**config.mk**
```make
export PLATFORM = sky130hd
export DESIGN_NAME = kmeans_labeler
export DESIGN_NICKNAME = d
export VERILOG_FILES = /design/src/rtl/kmeans_labeler.sv
export SDC_FILE = /design/constraint.sdc
export NUM_CORES = 1
export LEC_CHECK = 0
export ABC_AREA = 1
export BUFFER_PORTS_ARGS = -buffer_cell sky130_fd_sc_hd__buf_2
export CAP_MARGIN = 20
export CORE_UTILIZATION = 50
export DETAILED_ROUTE_END_ITERATION = 16
export PLACE_DENSITY = 0.67
export SLEW_MARGIN = 15
export SYNTH_ARGS = -nofsm -noshare
export SYNTH_HDL_FRONTEND = slang
export SYNTH_SLANG_ARGS = --single-unit
```
**constraint.sdc**
```tcl
create_clock -name clk -period 5.8 [get_ports clk]
set_clock_uncertainty 0.1 [all_clocks]
set_input_delay 1.16 -clock clk [delete_from_list [all_inputs] [get_ports clk]]
set_output_delay 1.16 -clock clk [all_outputs]
set_load 0.03 [all_outputs]
```
**src/rtl/kmeans_labeler.sv**
```systemverilog
// Nearest-centroid labeler: captures four centroids, then labels DATA_SIZE points (Manhattan
// distance). Per-cluster hit histogram is built only when LABELER_HIST_EN is defined.
module kmeans_labeler #(
    parameter int unsigned DATA_SIZE = 4096
) (
    input  logic        clk,
    input  logic        rst_n,
    input  logic        cent_valid,
    input  logic [15:0] cent_data,
    input  logic        pt_valid,
    input  logic [15:0] pt_data,
    output logic        pt_ready,
    output logic        out_valid,
    output logic [1:0]  out_label,
    output logic [15:0] out_data,
    output logic        done
`ifdef LABELER_HIST_EN
    ,
    output logic        hist_valid,
    output logic [12:0] hist_data
`endif
);

    localparam int unsigned CLUSTER_SIZE = 4;
    localparam int unsigned CntW = (DATA_SIZE > 1) ? $clog2(DATA_SIZE) : 1;

    typedef enum logic [2:0] {StIdle, StLoad, StRun, StFlush, StDone, StHist} state_e;

    state_e state_q, state_d;

    logic [1:0]      load_idx_q;
    logic [CntW-1:0] acc_cnt_q;
    logic [15:0]     cent_q [CLUSTER_SIZE];

    logic        s1_valid_q;
    logic [15:0] s1_pt_q;
    logic        s2_valid_q;
    logic [8:0]  s2_dist_q [CLUSTER_SIZE];
    logic [8:0]  dist_d [CLUSTER_SIZE];
    logic        out_valid_q;
    logic [1:0]  out_label_q;
    logic [15:0] out_data_q;

    logic       accept;
    logic       last_acc;
    logic [1:0] best_idx;
    logic [8:0] best_dist;

`ifdef LABELER_HIST_EN
    logic [12:0] hist_cnt_q [CLUSTER_SIZE];
    logic [1:0]  hist_idx_q;
`endif

    function automatic logic [7:0] abs_diff(input logic [7:0] a, input logic [7:0] b);
        return (a >= b) ? (a - b) : (b - a);
    endfunction

    assign pt_ready = (state_q == StRun);
    assign accept   = pt_valid && pt_ready;
    assign last_acc = (acc_cnt_q == CntW'(DATA_SIZE - 1));

    // The output stage holds the final result in the same cycle that S1/S2 drain, so DONE
    // follows directly and done lands in the cycle after the last out_valid.
    always_comb begin
        state_d = state_q;
        unique case (state_q)
            StIdle:  if (cent_valid) state_d = StLoad;
            StLoad:  if (cent_valid && load_idx_q == 2'd3) state_d = StRun;
            StRun:   if (accept && last_acc) state_d = StFlush;
            StFlush: if (!s1_valid_q && !s2_valid_q) state_d = StDone;
`ifdef LABELER_HIST_EN
            StDone:  state_d = StHist;
            StHist:  if (hist_idx_q == 2'd3) state_d = StIdle;
`else
            StDone:  state_d = StIdle;
`endif
            default: state_d = StIdle;
        endcase
    end

    always_ff @(posedge clk or negedge rst_n) begin
        if (!rst_n) begin
            state_q    <= StIdle;
            load_idx_q <= 2'd0;
            acc_cnt_q  <= '0;
            for (int i = 0; i < CLUSTER_SIZE; i++) cent_q[i] <= 16'd0;
        end else begin
            state_q <= state_d;
            if (state_q == StIdle && cent_valid) begin
                cent_q[0]  <= cent_data;
                load_idx_q <= 2'd1;
            end else if (state_q == StLoad && cent_valid) begin
                cent_q[load_idx_q] <= cent_data;
                load_idx_q         <= load_idx_q + 2'd1;
            end
            if (accept) acc_cnt_q <= last_acc ? '0 : acc_cnt_q + 1'b1;
        end
    end

    always_comb begin
        for (int i = 0; i < CLUSTER_SIZE; i++) begin
            dist_d[i] = {1'b0, abs_diff(s1_pt_q[15:8], cent_q[i][15:8])}
                      + {1'b0, abs_diff(s1_pt_q[7:0], cent_q[i][7:0])};
        end
    end

    // Strict less-than keeps the lowest index on ties.
    always_comb begin
        best_idx  = 2'd0;
        best_dist = s2_dist_q[0];
        for (int i = 1; i < CLUSTER_SIZE; i++) begin
            if (s2_dist_q[i] < best_dist) begin
                best_dist = s2_dist_q[i];
                best_idx  = 2'(i);
            end
        end
    end

    always_ff @(posedge clk or negedge rst_n) begin
        if (!rst_n) begin
            s1_valid_q  <= 1'b0;
            s1_pt_q     <= 16'd0;
            s2_valid_q  <= 1'b0;
            for (int i = 0; i < CLUSTER_SIZE; i++) s2_dist_q[i] <= 9'd0;
            out_valid_q <= 1'b0;
            out_label_q <= 2'd0;
            out_data_q  <= 16'd0;
        end else begin
            s1_valid_q <= accept;
            if (accept) s1_pt_q <= pt_data;
            s2_valid_q <= s1_valid_q;
            if (s1_valid_q) begin
                for (int i = 0; i < CLUSTER_SIZE; i++) s2_dist_q[i] <= dist_d[i];
            end
            out_valid_q <= s2_valid_q;
            if (s2_valid_q) begin
                out_label_q <= best_idx;
                out_data_q  <= cent_q[best_idx];
            end
        end
    end

    assign out_valid = out_valid_q;
    assign out_label = out_label_q;
    assign out_data  = out_data_q;
    assign done      = (state_q == StDone);

`ifdef LABELER_HIST_EN
    always_ff @(posedge clk or negedge rst_n) begin
        if (!rst_n) begin
            for (int i = 0; i < CLUSTER_SIZE; i++) hist_cnt_q[i] <= 13'd0;
            hist_idx_q <= 2'd0;
        end else begin
            if (state_d == StRun && state_q != StRun) begin
                for (int i = 0; i < CLUSTER_SIZE; i++) hist_cnt_q[i] <= 13'd0;
            end else if (out_valid_q) begin
                hist_cnt_q[out_label_q] <= hist_cnt_q[out_label_q] + 13'd1;
            end
            hist_idx_q <= (state_q == StHist) ? hist_idx_q + 2'd1 : 2'd0;
        end
    end

    assign hist_valid = (state_q == StHist);
    assign hist_data  = hist_valid ? hist_cnt_q[hist_idx_q] : 13'd0;
`endif

endmodule

```
After elaboration in Yosys (flattened, before gate mapping):

Cells that the tools add are included.

* register bits: 154
* input bits: 36

* add/sub/neg operators: 22
* magnitude comparators: 14
* equality and inequality tests: 10
* multiplexer cells: 29
* bitwise operators: 3
* reduce and logical (&&, ||, !) cells: 13

Operators with widths (count)
* subtractor 8 bit: 16
* bitwise mux 64 bit: 1
* greater-or-equal comparator 8 bit: 8
* 2-to-1 mux 16 bit: 4
* 2-to-1 mux 64 bit: 1
* 2-to-1 mux 8 bit: 8
* adder 8 x 8 -> 9 bit: 4
* binary-select mux 16 bit (select 2 bit): 1
* demux 16 bit (select 2 bit): 1
* < comparator 9 bit: 3
* 2-to-1 mux 9 bit: 2
* adder 12 x 1 -> 12 bit (second input constant): 1
* equality test 12 bit (second input constant): 1
* 2-to-1 mux 12 bit: 1
* 2-to-1 mux 3 bit: 4
* one-hot mux 3 bit (4 select lines): 1
* 2-to-1 mux 2 bit: 4
* logical AND 1 bit: 7
* equality test 3 x 2 -> 1 bit (second input constant): 2
* greater-or-equal comparator 3 bit (second input constant): 2
* != test 2 bit (second input constant): 3
* inverter 2 -> 3 bit: 2
* AND reduction 4 bit: 1
* equality test 3 x 1 -> 1 bit (second input constant): 1
* other kinds (11): 12

Logic depth before layout (Yosys ltp):

* depth in word-level cells: 10
* depth in mapped cells: 36

Worst setup path after synthesis:

OpenSTA, ideal clock, no wires.

* kind: flip-flop to flip-flop
* start: reg s2_dist_q[26] in the netlist's numbering
* end: reg out_data_q[10], in the netlist out_data[10]
* setup time: 0.117 ns
* arrival time: 4.455 ns
* data required time: 5.583 ns
* path slack: 1.128 ns
* stages on the path, launching flop included: 32
* period minus slack after synthesis: 4.672 ns
* cell sequence: dfrtp_1 > ha_1 > nand2_1 > nor2_1 > nand3_1 > nand3_2 > clkbuf_1 > clkbuf_1 > nand2_1 > o21ai_0 > ha_1 > nand2_1 > inv_1 > nand3_1 > inv_1 > a21oi_1 > nand2_2 > clkbuf_1 > nand2_1 > o21ai_0 > ha_1 > a21oi_1 > nor2_1 > a211oi_1 > o221a_2 > buf_2 > clkbuf_1 > nand3_1 > nand3_1 > nand2_1 > nand2_1 > nand2_1

* cells in the longest elaborated chain, start to end: 10

RTL lines
* start: declaration: line 38 `logic [8:0] s2_dist_q [CLUSTER_SIZE];`
* < comparator 9 bit: line 112 `if (s2_dist_q[i] < best_dist) begin`
* 2-to-1 mux 9 bit: line 112
* < comparator 9 bit: line 112
* 2-to-1 mux 9 bit: line 112
* < comparator 9 bit: line 112
* 2-to-1 mux 2 bit *: line 112
* inverter 2 -> 3 bit (not written as such) *: line 138 `out_data_q <= cent_q[best_idx];`
* binary-select mux 16 bit (select 2 bit) *: line 138
* 2-to-1 mux 16 bit (not written as such) * (2 in a row): line 138
* end signal: assignment: line 138
* end: declaration: line 42 `logic [15:0] out_data_q;`

Every way passes the cells marked *; elsewhere a longest branch is shown, timed or not. The select of a mux whose other input is x is not followed.
A chain may end at the register's enable or synchronous reset.

Worst setup path after layout:

Ends and elaborated chain as after synthesis.

==> run metrics <==
CTS tree=done; Area after DPL=about 14000 um2; fraction of layout cells with a size suffix above 1=6.328%; FFs w/ async S/R, synth=100.0%; Synth Instances=approximately 1800; Worst slew margin=50.77%; core area=~26000 um2; Antenna Cells=0; RSZ-0062 raised after global routing=no; count leader, synth=nand2_1; EDFF count, synth=0; H-tree depth=4; initial core utilization=50.80%; top cells by area, synth=dfrtp_1 (29%), ha_1 (17%), nand2_1 (12%); Commonest cells post-synth=nand2_1 (416), inv_1 (277), ha_1 (181); initial antenna violation count=1; setup TNS=0 ns; slowest cell delay on critical path=just over 0.4 ns; worst-path cell chain=ha_1 -> nand2_1 -> inv_2 -> a21oi_2 -> nand3_2 -> o21ai_0 -> ha_1 -> a21oi_1 -> o21ai_0 -> a21oi_1 -> nand2_2 -> o21ai_0 -> ha_1 -> a21oi_1 -> nor2_1 -> a211oi_1 -> o221a_2 -> nand2_4 -> nand2_2 -> nand2_1 -> nand2_1 -> nand2_1 -> nand2_1 -> nand2_1; Max Clk Rate=~190 MHz; critical path endpoint category=flop; total CTS buffers=17; Iter 0 DRT Violations=1080; final setup fails=0; port bufs=56; largest fanout on the critical path=23; Final ANT Viol Nets=0; Cell variety after synth=42; Synth Warn #=0; area of the multi-input gates=between 8000 and 9000 um2; num rows=59; global placement routability congestion=~0.97; CTS root buffer=clkbuf_16; detailed-route wire length per cell=roughly 19 um; area share of the largest cell type after synthesis=between 20% and 30%; min Tclk post-route=approximately 5.4 ns; vias=11960; storage element area=3854 um2; Area growth syn-to-layout=9.488%; commonest register cell after synthesis=dfrtp_1; Yosys reg bits=about 150; crit path buf inv count=1; Synth Cell Area=13200 um2; clk sinks=154; Slew Viols, Final=0; number of global-route vias before repair=11440; gr ovfl total=0; Worst-Margin Slew=about 0.74 ns; critical path arrival=about 5.6 ns; Setup Crit Path Kind=flop to flop; Longest Clk Path Bufs=2; first-pass GRT wire length=roughly 64 mm; Pre-antenna DRT Iters=5; largest net degree at the start of global routing=85; Avg Cell Area, Syn=7.429 um2; Post-Syn Nets=~2000; fin nets=2057; largest area contributor in the netlist=dfrtp_1; final hold vios=0; Seq/Total Area, Yosys=between 20 and 30%; Filler Cells Inserted=2537; die height=roughly 160 um; hold slack=between 0.3 and 0.4 ns; Reg clk slew, reported paths=~0.080 ns; Die ar.=around 27000 um2; HPWL after detailed placement=about 32 mm; Final Instance Area=around 14000 um2; required time of the critical path=roughly 6.0 ns; Post-Route WL=41.33 mm; hold_buf cts=0; final core utilization=55.62%; crit share post-route=92.69%; min-delay worst type=flop to flop; CP max-delay cell=dfrtp_1; num ports=57; GRT Util Overall=31.66%; DR vias/cell=between 5 and 6; worst skew pair latency=0.45 ns; status=finished, final reports clean; cell mode on critical path=nand2_1; Startpoint Class=flop; Max Cap Violations=0; Post-CTS Setup Bufs=0; crit-path leading delay family=compound AO/OA/AOI/OAI gates; DRC Markers=0; Die X=about 160 um
-- registers in the layout, indices dropped and copies added (netlist names) --
register    count
out_label       2
s1_pt_q        16
acc_cnt_q      12
state_q         3
out_data       16
cent_q         64
s2_valid_q      1
load_idx_q      2
out_valid       1
s1_valid_q      1
s2_dist_q      36
-- cells in the final DEF (no fill, tap or decap), types with 7 or more instances in the layout --
cell type    n
o21ai_0    179
xor2_1      45
o21bai_1     7
ha_1       181
a21oi_1     97
nor2_1     130
nor3_1      10
buf_2       55
nand2_1    413
o221ai_1     8
xnor2_1     27
clkbuf_16   17
o211ai_1     8
buf_4        8
a211oi_1     8
nand3_1     74
fa_1        20
mux2i_1     11
a221oi_1    11
nand4_1     18
inv_1      277
o31ai_1     14
dfrtp_1    154
-- logic make-up (layout without fill, tap and decap cells) --
logic type               after synthesis  after routing  share of synthesized area, %
buffers and inverters                322            378                         9.392
flip-flops                           154            154                         29.19
adder cells (fa/ha/maj)              201            201                         20.19
AO/OA/AOI/OAI                        356            356                         15.24
AND/OR/NAND/NOR                      661            661                         20.38
multiplexers                          11             11                        0.8341
XOR/XNOR                              72             72                         4.777
-- per-stage QoR --
| step | instances | setup WS, ns |
|---|---|---|
| finish | 2168 | 0.4242 |
| global route | 2168 | 0.006712 |
| CTS | 2167 | 0.2364 |
| detailed placement | 2135 | 0.3356 |
| global placement | 2134 | 0.4632 |
| floorplan | 1777 | 1.128 |
-- worst paths after layout --
path / startpoint / slack [ns] / endpoint / cells past startpoint
max: s2_dist_q[26] / 0.42 / out_data[10] / 24
min: cent_q[47] / 0.39 / cent_q[47] / 2
max reg2reg: s2_dist_q[26] / 0.42 / out_data[10] / 24
min reg2reg: cent_q[47] / 0.39 / cent_q[47] / 2
max in group asynchronous: rst_n / 4.07 / s2_valid_q / 2
min in group asynchronous: rst_n / 0.61 / s2_dist_q[26] / 1
-- timing repair --
action	4_1_cts	5_1_grt
hold endpoints to repair	0	0
endpoints found under the setup margin	0	16
gates resized for setup	0	3
-- routing by layer --
metal,wire length [um],up-vias,global-route usage (%)
li1,-,5867,-
met3,2892,62,5.299
met4,1098,0,10.59
met1,19220,5634,45.30
met5,0,-,0
met2,18110,400,48.22
-- tightest hold or removal path, stage by stage (launching register included) --
cell and delay, ns:
dfrtp_1 0.34, nand2_1 0.05, o21ai_0 0.06
-- layout make-up --
class	instances	area share (%)
clock buffers	17	2.943
clock inverters	15	1.238
repair buffers	67	2.831
inverters	279	7.245
multi-input cells	1301	56.18
well taps	335	2.900
flip-flops and latches	154	26.66
Power is not shown: default switching activity piles up to over one toggle a cycle in this logic, so the estimate is an artifact.
